## config.mk

```make
export PLATFORM = sky130hd
export DESIGN_NAME = axis_header_inserter
export DESIGN_NICKNAME = d
export VERILOG_FILES = /design/src/rtl/axis_pkt_pkg.sv /design/src/rtl/axis_header_inserter.sv
export SDC_FILE = /design/constraint.sdc
export NUM_CORES = 1
export LEC_CHECK = 0
export BUFFER_PORTS_ARGS = -buffer_cell sky130_fd_sc_hd__buf_4
export CELL_PAD_IN_SITES_DETAIL_PLACEMENT = 0
export CELL_PAD_IN_SITES_GLOBAL_PLACEMENT = 1
export CORE_MARGIN = 10
export CORE_UTILIZATION = 41
export DETAILED_ROUTE_END_ITERATION = 16
export GPL_TIMING_DRIVEN = 0
export MAX_ROUTING_LAYER = met4
export PLACE_DENSITY = 0.82
export REMOVE_ABC_BUFFERS = 1
export SLEW_MARGIN = 20
export SYNTH_ARGS = -nofsm -noshare
export SYNTH_HDL_FRONTEND = slang
export SYNTH_SLANG_ARGS = --single-unit
```

## constraint.sdc

```tcl
create_clock -name aclk -period 2.1 [get_ports aclk]
set_clock_uncertainty 0.2 [all_clocks]
set_input_delay 0.105 -clock aclk [delete_from_list [all_inputs] [get_ports aclk]]
set_output_delay 0.105 -clock aclk [all_outputs]
set_load 0.02 [all_outputs]
```

## src/rtl/axis_pkt_pkg.sv

```systemverilog
// Shared types and helpers for the AXI-Stream frame header inserter.
// The header is the magic tag in the upper field above the per-frame sequence number.
package axis_pkt_pkg;

  typedef enum logic {
    IDLE    = 1'b0,
    PAYLOAD = 1'b1
  } hdr_state_t;

  // Widest header word the helper can build; callers truncate to their beat width.
  localparam int HDR_MAX_W = 64;

  // Tag field width left above the sequence number.
  function automatic int hdr_tag_w(input int data_w, input int seq_w);
    return data_w - seq_w;
  endfunction

  function automatic logic [HDR_MAX_W-1:0] make_header(
    input logic [HDR_MAX_W-1:0] magic,
    input logic [HDR_MAX_W-1:0] seq,
    input int                   seq_w,
    input int                   tag_w
  );
    logic [HDR_MAX_W-1:0] seq_mask;
    logic [HDR_MAX_W-1:0] tag_mask;
    seq_mask = (HDR_MAX_W'(1) << seq_w) - HDR_MAX_W'(1);
    tag_mask = (HDR_MAX_W'(1) << tag_w) - HDR_MAX_W'(1);
    return ((magic & tag_mask) << seq_w) | (seq & seq_mask);
  endfunction

endpackage

```

## src/rtl/axis_header_inserter.sv

```systemverilog
// Prepends a {MAGIC, seq} header beat to every tlast-delimited AXI-Stream frame
// and reports each completed frame's payload length. Output stage is fully registered.
module axis_header_inserter
  import axis_pkt_pkg::*;
#(
  parameter int          DATA_WIDTH = 16,
  parameter int          SEQ_WIDTH  = 8,
  parameter int unsigned MAGIC      = 'hA5,
  parameter int          LEN_WIDTH  = 16
) (
  input  logic                  aclk,
  input  logic                  aresetn,
  input  logic                  enable,
  input  logic [DATA_WIDTH-1:0] s_axis_tdata,
  input  logic                  s_axis_tvalid,
  input  logic                  s_axis_tlast,
  output logic                  s_axis_tready,
  output logic [DATA_WIDTH-1:0] m_axis_tdata,
  output logic                  m_axis_tvalid,
  output logic                  m_axis_tlast,
  input  logic                  m_axis_tready,
  output logic [SEQ_WIDTH-1:0]  seq_num,
  output logic                  frame_done,
  output logic [LEN_WIDTH-1:0]  last_frame_length
);

  localparam int TAG_W = hdr_tag_w(DATA_WIDTH, SEQ_WIDTH);

  hdr_state_t            state_q, state_d;
  logic [DATA_WIDTH-1:0] tdata_q, tdata_d;
  logic                  tvalid_q, tvalid_d;
  logic                  tlast_q, tlast_d;
  logic [LEN_WIDTH-1:0]  cnt_q, cnt_d;
  logic [LEN_WIDTH-1:0]  len_q, len_d;
  logic [SEQ_WIDTH-1:0]  seq_q, seq_d;
  logic                  done_q, done_d;
  logic                  free;
  logic [DATA_WIDTH-1:0] hdr_word;

  function automatic logic [LEN_WIDTH-1:0] sat_inc(input logic [LEN_WIDTH-1:0] v);
    return (&v) ? v : v + LEN_WIDTH'(1);
  endfunction

  assign free     = !tvalid_q || m_axis_tready;
  assign hdr_word = DATA_WIDTH'(make_header(HDR_MAX_W'(MAGIC), HDR_MAX_W'(seq_q),
                                            SEQ_WIDTH, TAG_W));

  always_comb begin
    state_d       = state_q;
    tdata_d       = tdata_q;
    tlast_d       = tlast_q;
    // A completed downstream handshake empties the register unless reloaded below.
    tvalid_d      = tvalid_q && !m_axis_tready;
    cnt_d         = cnt_q;
    len_d         = len_q;
    seq_d         = seq_q;
    done_d        = 1'b0;
    s_axis_tready = 1'b0;
    case (state_q)
      IDLE: begin
        // The header goes out without consuming the waiting input beat.
        if (enable && s_axis_tvalid && free) begin
          tdata_d  = hdr_word;
          tlast_d  = 1'b0;
          tvalid_d = 1'b1;
          cnt_d    = '0;
          state_d  = PAYLOAD;
        end
      end
      PAYLOAD: begin
        s_axis_tready = free;
        if (s_axis_tvalid && free) begin
          tdata_d  = s_axis_tdata;
          tlast_d  = s_axis_tlast;
          tvalid_d = 1'b1;
          cnt_d    = sat_inc(cnt_q);
          if (s_axis_tlast) begin
            len_d   = sat_inc(cnt_q);
            done_d  = 1'b1;
            seq_d   = seq_q + SEQ_WIDTH'(1);
            state_d = IDLE;
          end
        end
      end
      default: state_d = IDLE;
    endcase
  end

  always_ff @(posedge aclk or negedge aresetn) begin
    if (!aresetn) begin
      state_q  <= IDLE;
      tdata_q  <= '0;
      tvalid_q <= 1'b0;
      tlast_q  <= 1'b0;
      cnt_q    <= '0;
      len_q    <= '0;
      seq_q    <= '0;
      done_q   <= 1'b0;
    end else begin
      state_q  <= state_d;
      tdata_q  <= tdata_d;
      tvalid_q <= tvalid_d;
      tlast_q  <= tlast_d;
      cnt_q    <= cnt_d;
      len_q    <= len_d;
      seq_q    <= seq_d;
      done_q   <= done_d;
    end
  end

  assign m_axis_tdata      = tdata_q;
  assign m_axis_tvalid     = tvalid_q;
  assign m_axis_tlast      = tlast_q;
  assign seq_num           = seq_q;
  assign frame_done        = done_q;
  assign last_frame_length = len_q;

endmodule

```

==> results.py <==
metrics = {
    "run_status": {
        "status": "complete, no violations",
    },
    "critical_path": {
        "required_ns": 2.15,
        "max_stage_delay_ns": 0.66,
        "crit_arrival_ns": 2.00,
        "r2r_start": "state_q",
        "cp-end-kind": "flip-flop",
        "regToRegEndpoint": "cnt_q[11]",
        "cp_num_buf_inv": 0,
        "worst_path_max_delay_cell": "dfrtp_2",
        "crit_fanout": 27,
        "critPathTopFamily": "flip-flops",
        "worst_r2r_path_depth": 3,
        "crit_type": "flip-flop to flip-flop",
        "cp-start-kind": "flip-flop",
        "crit_chain": "and3_2 -> a41oi_1 -> a31oi_1",
        "reg2reg_slack_ns": 0.16,
    },
    "drt": {
        "num_vias": 2388,
        "wl_per_cell_um": 15.9,
        "via_per_inst": 5.09,
        "routed_wl_um": 7450,
        "drc": 0,
        "ant_nets": 0,
        "dr.pass1.iters": 4,
        "drt_iter0_drc": 85,
    },
    "timing": {
        "finalHoldViolCount": 0,
        "worst_pin_slew_ns": 0.756,
        "slew_violations": 0,
        "rsz0062_at_grt": "no",
        "finalSetupViolCount": 0,
        "min_period_over_period_pct": 92.6,
        "hold_ws_ns": 0.0940,
        "fmax_mhz": 514,
        "slew_headroom_pct": 49.6,
        "tns_ns": 0,
        "worst_slack_ns": 0.155,
        "layout_min_cycle_time_ns": 1.94,
    },
    "power_and_ir_drop": {
        "power.switching_mw": 1.41,
        "intPower_mw": 2.63,
        "p_clk_share_pct": 28.0,
        "power_mw": 4.04,
        "seqPwrFrac_pct": 40.6,
        "cellPowerDensity_mw_per_mm2": 1040,
        "worst_ir_drop_vdd_uv": 411,
        "sw_frac_of_total_pct": 34.9,
        "pwr-share-comb_pct": 31.4,
        "p_leak_nw": 1.80,
    },
    "cts": {
        "cts_buffer_depth": 2,
        "cts_made_buffers": 9,
        "cts_sinks": 60,
        "clk_latency_ns": 0.34,
        "htreeDepth": 3,
        "cts.clk_slew.worst_paths_ns": 0.07,
        "cts_root_buffer": "clkbuf_8",
        "tritoncts": "built",
    },
    "placement": {
        "gp_congestion": 0.749,
        "numPlacedInstances": 426,
        "place_area_mm2": 0.00339,
        "dp_hpwl_um": 4700,
        "place_ws_ns": -1.11,
        "portBuffers": 65,
    },
    "grt": {
        "grt_max_degree": 61,
        "antenna_found_initial": 0,
        "grt_util_met1_pct": 17.4,
        "gr-usage-met2_pct": 21.4,
        "grt_pass1_vias": 2307,
        "grt.busiest_layer": "met2",
        "grt_pass1_wl_um": 12000,
        "track_usage_pct": 14.0,
        "grt_overflow_total": 0,
        "grtUsageMet3_pct": 3.90,
    },
    "final_layout": {
        "stdcell_count": 469,
        "drive_above_1_share_pct": 29.2,
        "design_area_mm2": 0.00389,
        "area_growth_pct": 35.6,
        "fin_util_pct": 57.3,
        "fillers": 614,
        "num_antenna_cells": 0,
        "nets": 392,
    },
    "yosys": {
        "syn_area_per_cell_um2": 10.1,
        "ys_seq_area_share_pct": 52.3,
        "ys_ff_latch": 60,
        "ys_warn_count": 0,
        "netlist_instances": 283,
        "ys_types": 46,
        "synth_area_mm2": 0.00287,
    },
    "floorplan": {
        "dieHeight_um": 104,
        "io_pins": 66,
        "rows": 30,
        "die-area_mm2": 0.0108,
        "start_util_pct": 42.3,
        "die_x_um": 104,
        "design.core.area_mm2": 0.00679,
    },
    "hold_path": {
        "worstHoldEndpoint": "last_frame_length[7]",
        "min-delay-start": "s_axis_tlast",
        "whs_path_depth": 3,
        "min_path_type": "input pin to flip-flop",
    },
    "flow_run": {
        "drv_cap": 0,
    },
}
worst max path at each step:
stage                      end  cells past startpoint  slack (ns)           from
floorplan           seq_num[3]                      4       -0.25        state_q
global placement    seq_num[3]                      4       -1.05        state_q
detailed placement  seq_num[4]                      4       -1.11        state_q
CTS                 seq_num[4]                      6       0.008  m_axis_tvalid
global route          cnt_q[7]                      6        0.01       cnt_q[0]
finish               cnt_q[11]                      3        0.16        state_q
cells by family (layout without fill, tap and decap cells):
| group | count (synthesis) | count (layout) | synth area share (%) |
|---|---|---|---|
| compound gates | 75 | 75 | 16.2 |
| xor+xnor | 18 | 18 | 5.49 |
| fa+ha+maj | 2 | 2 | 0.871 |
| buf+inv | 23 | 112 | 3.83 |
| flops | 60 | 60 | 52.3 |
| mux | 10 | 10 | 3.49 |
| simple gates | 95 | 96 | 17.8 |
final cells by class:
type                            count  area (um2)  share of cell area [%]
Clock buffer                       10         128                    3.28
Clock inverter                      6        88.8                    2.28
Inverter                            5        22.5                   0.578
Multi-Input combinational cell    201        1300                    33.5
Sequential cell                    60        1500                    38.6
Tap cell                           96         120                    3.08
Timing Repair Buffer               90         723                    18.6
Timing Repair inverter              1        5.00                   0.128
worst reg2reg max path: cells and delay by family (launching register included):
kind / cells / cell delay (ns)
flops: 1 / 0.66
simple gates: 1 / 0.64
compound gates: 2 / 0.36
routing by layer:
metal	part of all wire, %	routed length [um]
met1	47	3480
met2	48	3600
met3	3.9	292
met4	0.97	72
met5	0	0
sequential cells by signal, summed over array words and instances (netlist names):
name,flops
cnt_q,16
frame_done,1
last_frame_length,16
m_axis_tdata,16
m_axis_tlast,1
m_axis_tvalid,1
seq_num,8
state_q,1
Yosys cell counts, drive strengths merged:
| cell type | count | area (um2) |
|---|---|---|
| mux2i | 10 | 100 |
| and2 | 3 | 21.3 |
| inv | 5 | 18.8 |
| a21o | 1 | 7.51 |
| or3 | 1 | 6.26 |
| nand3 | 12 | 72.6 |
| a32o | 1 | 10.0 |
| o31ai | 2 | 15.0 |
| and3 | 8 | 57.6 |
| o21ai | 23 | 115 |
| xor2 | 7 | 61.3 |
| o211ai | 2 | 15.0 |
| a22o | 7 | 61.3 |
| o41ai | 1 | 8.76 |
| o2111ai | 1 | 8.76 |
| dfrtp | 60 | 1500 |
| a31oi | 8 | 50.1 |
| nand2 | 36 | 143 |
| nand4 | 7 | 58.8 |
| a21oi | 21 | 105 |
| o211a | 1 | 10.0 |
| buf | 13 | 72.6 |
| o22ai | 1 | 6.26 |
| o2bb2ai | 1 | 8.76 |
| nor3 | 3 | 26.3 |
| o22a | 4 | 35.0 |
| a41oi | 1 | 8.76 |
| clkbuf | 5 | 18.8 |
| ha | 2 | 25.0 |
| and4 | 3 | 28.8 |
| nand2b | 2 | 15.0 |
| nor2 | 20 | 82.6 |
| xnor2 | 11 | 96.3 |
placed cells by master, fill, tap and decap left out, types with 3 or more instances in the layout:
master,instances
a21oi_1,21
a22o_1,7
a31oi_1,8
and3_1,4
and3_2,3
buf_4,71
clkbuf_8,9
clkinvlp_4,3
dfrtp_1,58
dlygate4sd3_1,19
inv_1,4
mux2i_1,10
nand2_1,35
nand3_1,9
nand4_1,6
nor2_1,19
o21ai_0,20
o22a_1,4
xnor2_1,11
xor2_1,7
power groups by stage:
stage	Combinational (mW)	Sequential, mW	Clock (mW)
floorplan	0.413	1.88	0
CTS	1.26	1.63	1.16
global route	1.38	1.68	1.22
detailed placement	1.23	1.65	0
finish	1.27	1.64	1.13
global placement	1.20	1.64	0
repair_timing:
action | in CTS | in global routing
hold buffers | 19 | 0
resized for setup | 6 | 5
buffers inserted | 3 | 3
hold endpoints to repair | 78 | 0
gates cloned | 0 | 2
pin swaps | 1 | 2
setup endpoints to repair | 59 | 19
Note: power is estimated with default switching activity, not from simulation.
